$ cat config.mk
export PLATFORM = sky130hd
export DESIGN_NAME = serial_subtractor
export DESIGN_NICKNAME = d
export VERILOG_FILES = /design/src/rtl/serial_subtractor.sv
export SDC_FILE = /design/constraint.sdc
export NUM_CORES = 1
export LEC_CHECK = 0
export ABC_AREA = 1
export ABC_CLOCK_PERIOD_IN_PS = 1300
export CAP_MARGIN = 0
export CORE_ASPECT_RATIO = 0.8
export CORE_MARGIN = 2
export CORE_UTILIZATION = 52
export CTS_CLUSTER_SIZE = 14
export DETAILED_ROUTE_END_ITERATION = 10
export PLACE_DENSITY = 0.78
export SLEW_MARGIN = 10
export SYNTH_ARGS = -nofsm -noshare
export SYNTH_HDL_FRONTEND = slang
export SYNTH_SLANG_ARGS = --single-unit
$ cat constraint.sdc
create_clock -name in_clk -period 1.3 [get_ports in_clk]
set_input_delay 0.26 -clock in_clk [delete_from_list [all_inputs] [get_ports in_clk]]
set_output_delay 0.26 -clock in_clk [all_outputs]
set_load 0.02 [all_outputs]
$ cat src/rtl/serial_subtractor.sv
//==============================================================================
// Module      : serial_subtractor
// Description : Bit-serial LSB-first subtractor (a - b) built on one full-adder
//               cell. Optional signed-overflow output with SERIAL_SUB_OVF_EN.
// Revision    : 1.0 - initial release
//==============================================================================
`default_nettype none

module serial_subtractor #(
  parameter int WIDTH = 8
) (
  input  logic             in_clk,
  input  logic             in_rst,
  input  logic             in_start,
  input  logic [WIDTH-1:0] in_a,
  input  logic [WIDTH-1:0] in_b,
  output logic             out_busy,
  output logic             out_done,
  output logic [WIDTH-1:0] out_diff,
  output logic             out_borrow
`ifdef SERIAL_SUB_OVF_EN
  ,
  output logic             out_ovf
`endif
);

  localparam int CNT_W = (WIDTH > 1) ? $clog2(WIDTH) : 1;
  localparam logic [CNT_W-1:0] C_LAST = CNT_W'(WIDTH - 1);

  typedef enum logic [1:0] {
    S_IDLE  = 2'd0,
    S_SHIFT = 2'd1,
    S_DONE  = 2'd2
  } state_t;

  state_t           r_state;
  state_t           w_state_next;
  logic [WIDTH-1:0] r_a;
  logic [WIDTH-1:0] r_b;
  logic [WIDTH-1:0] r_res;
  logic [CNT_W-1:0] r_cnt;
  logic             r_carry;
  logic             w_load;
  logic             w_last;
  logic             w_bit;
  logic             w_cout;
  logic             w_nb;
  logic [WIDTH-1:0] w_res_next;

  // Subtraction as a + ~b + 1: the +1 is the carry preset at load time.
  assign w_nb   = ~r_b[0];
  assign w_bit  = r_a[0] ^ w_nb ^ r_carry;
  assign w_cout = (r_a[0] & w_nb) | (r_carry & (r_a[0] ^ w_nb));
  assign w_last = (r_cnt == C_LAST);

  generate
    if (WIDTH > 1) begin : g_res_wide
      assign w_res_next = {w_bit, r_res[WIDTH-1:1]};
    end else begin : g_res_one
      assign w_res_next = w_bit;
    end
  endgenerate

  always_ff @(posedge in_clk or posedge in_rst) begin
    if (in_rst) begin
      r_state <= S_IDLE;
    end else begin
      r_state <= w_state_next;
    end
  end

  always_comb begin
    w_state_next = r_state;
    w_load       = 1'b0;
    out_busy     = 1'b0;
    out_done     = 1'b0;
    case (r_state)
      S_IDLE: begin
        if (in_start) begin
          w_state_next = S_SHIFT;
          w_load       = 1'b1;
        end
      end
      S_SHIFT: begin
        out_busy = 1'b1;
        if (w_last) begin
          w_state_next = S_DONE;
        end
      end
      S_DONE: begin
        out_done = 1'b1;
        if (in_start) begin
          w_state_next = S_SHIFT;
          w_load       = 1'b1;
        end else begin
          w_state_next = S_IDLE;
        end
      end
      default: w_state_next = S_IDLE;
    endcase
  end

  // Result outputs load only on the final shift edge, so partial bits never show.
  always_ff @(posedge in_clk or posedge in_rst) begin
    if (in_rst) begin
      r_a        <= '0;
      r_b        <= '0;
      r_res      <= '0;
      r_cnt      <= '0;
      r_carry    <= 1'b1;
      out_diff   <= '0;
      out_borrow <= 1'b0;
`ifdef SERIAL_SUB_OVF_EN
      out_ovf    <= 1'b0;
`endif
    end else if (w_load) begin
      r_a     <= in_a;
      r_b     <= in_b;
      r_cnt   <= '0;
      r_carry <= 1'b1;
    end else if (r_state == S_SHIFT) begin
      r_a     <= r_a >> 1;
      r_b     <= r_b >> 1;
      r_res   <= w_res_next;
      r_carry <= w_cout;
      r_cnt   <= r_cnt + 1'b1;
      if (w_last) begin
        out_diff   <= w_res_next;
        out_borrow <= ~w_cout;
`ifdef SERIAL_SUB_OVF_EN
        out_ovf    <= r_carry ^ w_cout;
`endif
      end
    end
  end

endmodule

`default_nettype wire

==> results.json <==
{
  "min_path_type": "input port to asynchronous set/reset pin",
  "crit_required_ns": 1.04,
  "crit_chain": "buf_6 > nor2_8 > buf_6",
  "comb_power_share": 0.471,
  "critical_path.most_common_cell": "buf_6",
  "status": "complete, no violations",
  "pin_count": 30,
  "grt_pass1_wl_um": 5710,
  "die_x_um": 69.2,
  "r2r-end": "out_diff[3]$_DFFE_PP0P_",
  "synth_top_area_frac": 0.524,
  "synth_ff_type": "dfrtp_1",
  "root_buffer": "clkbuf_8",
  "irDropWorstVdd_uv": 1160,
  "cp_data_arrival_time_ns": 1.02,
  "layout.cells.non_filler": 295,
  "clk_pin_slew_ns": 0.07,
  "fin_crit_sh": 0.983,
  "detail-route-antenna-nets": 0,
  "grt_setup_unrepaired": "true",
  "ys_async_sr_fraction": 1.00,
  "vias": 1412,
  "htreeDepth": 2,
  "ys_ff_latch": 38,
  "cp_slowest_stage_delay_ns": 0.40,
  "wire_per_inst_um": 11.5,
  "routabilityCongestion": 0.781,
  "clkPwrFrac": 0.146,
  "start_util": 0.557,
  "syn_avg_cell_area_um2": 8.54,
  "drt_iter0_drc": 48,
  "slowest_stage": "dfrtp_1",
  "yosysTopAreaCell": "dfrtp_1",
  "io_buffer_count": 29,
  "netlist_top_cells_count": "nand2_1, dfrtp_1, inv_1",
  "synth_area_leaders": "dfrtp_1, nand2_1, inv_1, nand3_1, o21ai_2",
  "p_sw_frac": 0.407,
  "crit_type": "flip-flop to primary output",
  "netSwitchingPower_w": 0.00217,
  "cts_buffer_depth": 2,
  "dr_wl_met3_um": 179,
  "wirelength_um": 3380,
  "tightest_slew_ns": 0.319,
  "r2r_start": "r_cnt[0]$_DFFE_PP0P_",
  "top_layer_used": "met4",
  "grt.overflow.total": 0,
  "drv_cap": 0,
  "drc": 0,
  "r2r_slack_ns": 0.05,
  "synth_edf_count": 0,
  "worst_skew_pair.late_latency_ns": 0.28,
  "pwr-share-seq": 0.384,
  "power_density_mw_per_mm2": 2320,
  "vias_per_cell": 4.79,
  "cp_max_fo": 2,
  "antenna_found_initial": 0,
  "dp_cells": 286,
  "start_kind": "flip-flop",
  "crit_buf_inv": 2,
  "grt_pass1_vias": 1291,
  "synth_warnings": 0,
  "antenna_cells": 0,
  "hold_viol": 0,
  "fp.coreArea_mm2": 0.00318,
  "slew_violations": 0,
  "syn_to_final_growth_pct": 29.9,
  "setup_slack_ns": 0.0219,
  "max-slew-margin-rel": 0.787,
  "synthesis.area_mm2": 0.00177,
  "syn_nets": 229,
  "cts_tree": "yes",
  "synth_cell_type_count": 16,
  "fin_skew_ns": 0.00332,
  "drtPass1Iterations": 4,
  "cts_num_sinks": 38,
  "end_kind": "primary output",
  "fp.dieH_um": 56.2,
  "grt.total_usage": 0.187,
  "dp_slack_ns": -0.176,
  "period_minus_slack_ns": 1.28,
  "yosysMostFrequentCell": "nand2_1",
  "crit_family": "flip-flops",
  "die_area_mm2": 0.00389,
  "synthCells": 207,
  "rr_worst_depth": 6,
  "final_nets": 276,
  "layout-drive-gt1-share": 0.173,
  "grt_max_degree": 26,
  "p_leak_nw": 1.25,
  "numCtsBuffers": 5,
  "hpwlAfterDp_um": 2420,
  "yosysSeqAreaShare": 0.539,
  "rows": 18,
  "wl_met1_um": 1660,
  "p_int_w": 0.00316,
  "setup_viol": 0,
  "routed-wl-met2_um": 1510,
  "timing.fmax_mhz": 782
}
[power by group through the flow]
stage	clock (W)	sequential (W)	combinational [W]
2_1_floorplan	0	0.00215	0.00155
5_1_grt	0.000846	0.00209	0.00283
3_3_place_gp	0	0.00202	0.00244
3_5_place_dp	0	0.00205	0.00250
4_1_cts	0.000790	0.00203	0.00246
6_report	0.000775	0.00204	0.00251
[what timing repair did]
item,4_1_cts,5_1_grt
setup endpoints to repair,11,26
resized for setup,21,9
pin swaps,1,1
hold buffers,0,0
hold endpoints to repair,0,0
buffers inserted,0,1
[worst min-delay path, cell delays in order]
cell,delay [ns]
clkdlybuf4s50_1,0.39
inv_1,0.07
buf_4,0.21
[final cells by class]
| type | count | area [um^2] |
|---|---|---|
| clock buffer | 8 | 80.1 |
| fill | 248 | 878 |
| inverter | 33 | 131 |
| multi-input combinational | 130 | 649 |
| sequential | 38 | 953 |
| tap | 40 | 50.0 |
| timing repair buffer | 46 | 433 |
[through the flow]
step / power [W] / hold slack [ns] / instance area, um^2 / utilization / TNS [ns]
floorplan: 0.00370 / 0.377 / 1770 / - / 0
global route: 0.00577 / 0.315 / 2300 / 0.723 / -0.0780
global placement: 0.00445 / 0.457 / 2200 / 0.692 / -1.57
detailed placement: 0.00455 / 0.469 / 2200 / 0.692 / -1.80
finish: 0.00533 / 0.295 / 2300 / 0.723 / 0
CTS: 0.00528 / 0.294 / 2270 / 0.715 / 0
[layout by cell type, fill, tap and decap left out, types with 2 or more instances in the layout]
cell type / instances
buf_4: 13
buf_6: 5
clkbuf_1: 3
clkbuf_8: 5
clkdlybuf4s50_1: 18
dfrtp_1: 36
dlygate4sd2_1: 9
ha_1: 2
inv_1: 30
nand2_1: 80
nand2_4: 4
nand3_1: 19
nor2_1: 3
nor2_2: 2
o21ai_0: 8
o21ai_2: 8
[how the worst max path moves through the flow]
stage                            from        to  cells after the start
2_1_floorplan  r_state[1]$_DFFE_PP0P_  out_done                      3
3_3_place_gp   r_state[1]$_DFFE_PP0P_  out_busy                      3
3_5_place_dp   r_state[1]$_DFFE_PP0P_  out_busy                      3
4_1_cts        r_state[0]$_DFFE_PP0P_  out_done                      2
5_1_grt        r_state[1]$_DFFE_PP0P_  out_busy                      3
6_report       r_state[1]$_DFFE_PP0P_  out_busy                      3
[state kept, by name, indices dropped and copies added (netlist names)]
register,flops
r_a,8
r_b,8
r_state,2
out_borrow,1
r_res,7
r_cnt,3
out_diff,8
r_carry,1
[cells by family (layout without fill, tap and decap cells)]
kind of cell | Yosys count | in the layout | synth area share
buffers and inverters | 39 | 87 | 0.0970
and+or+nand+nor | 109 | 109 | 0.271
adders and majority gates | 3 | 3 | 0.0255
DFF | 38 | 38 | 0.539
AOI/OAI and AO/OA | 18 | 18 | 0.0679
[layer usage]
metal  vias to the layer above  global-route usage
li1                        722                   -
met1                       653               0.255
met2                        33               0.273
met3                         4              0.0725
met4                         0              0.0644
met5                         -                   0
No activity file was read; power rests on OpenSTA's default activity.
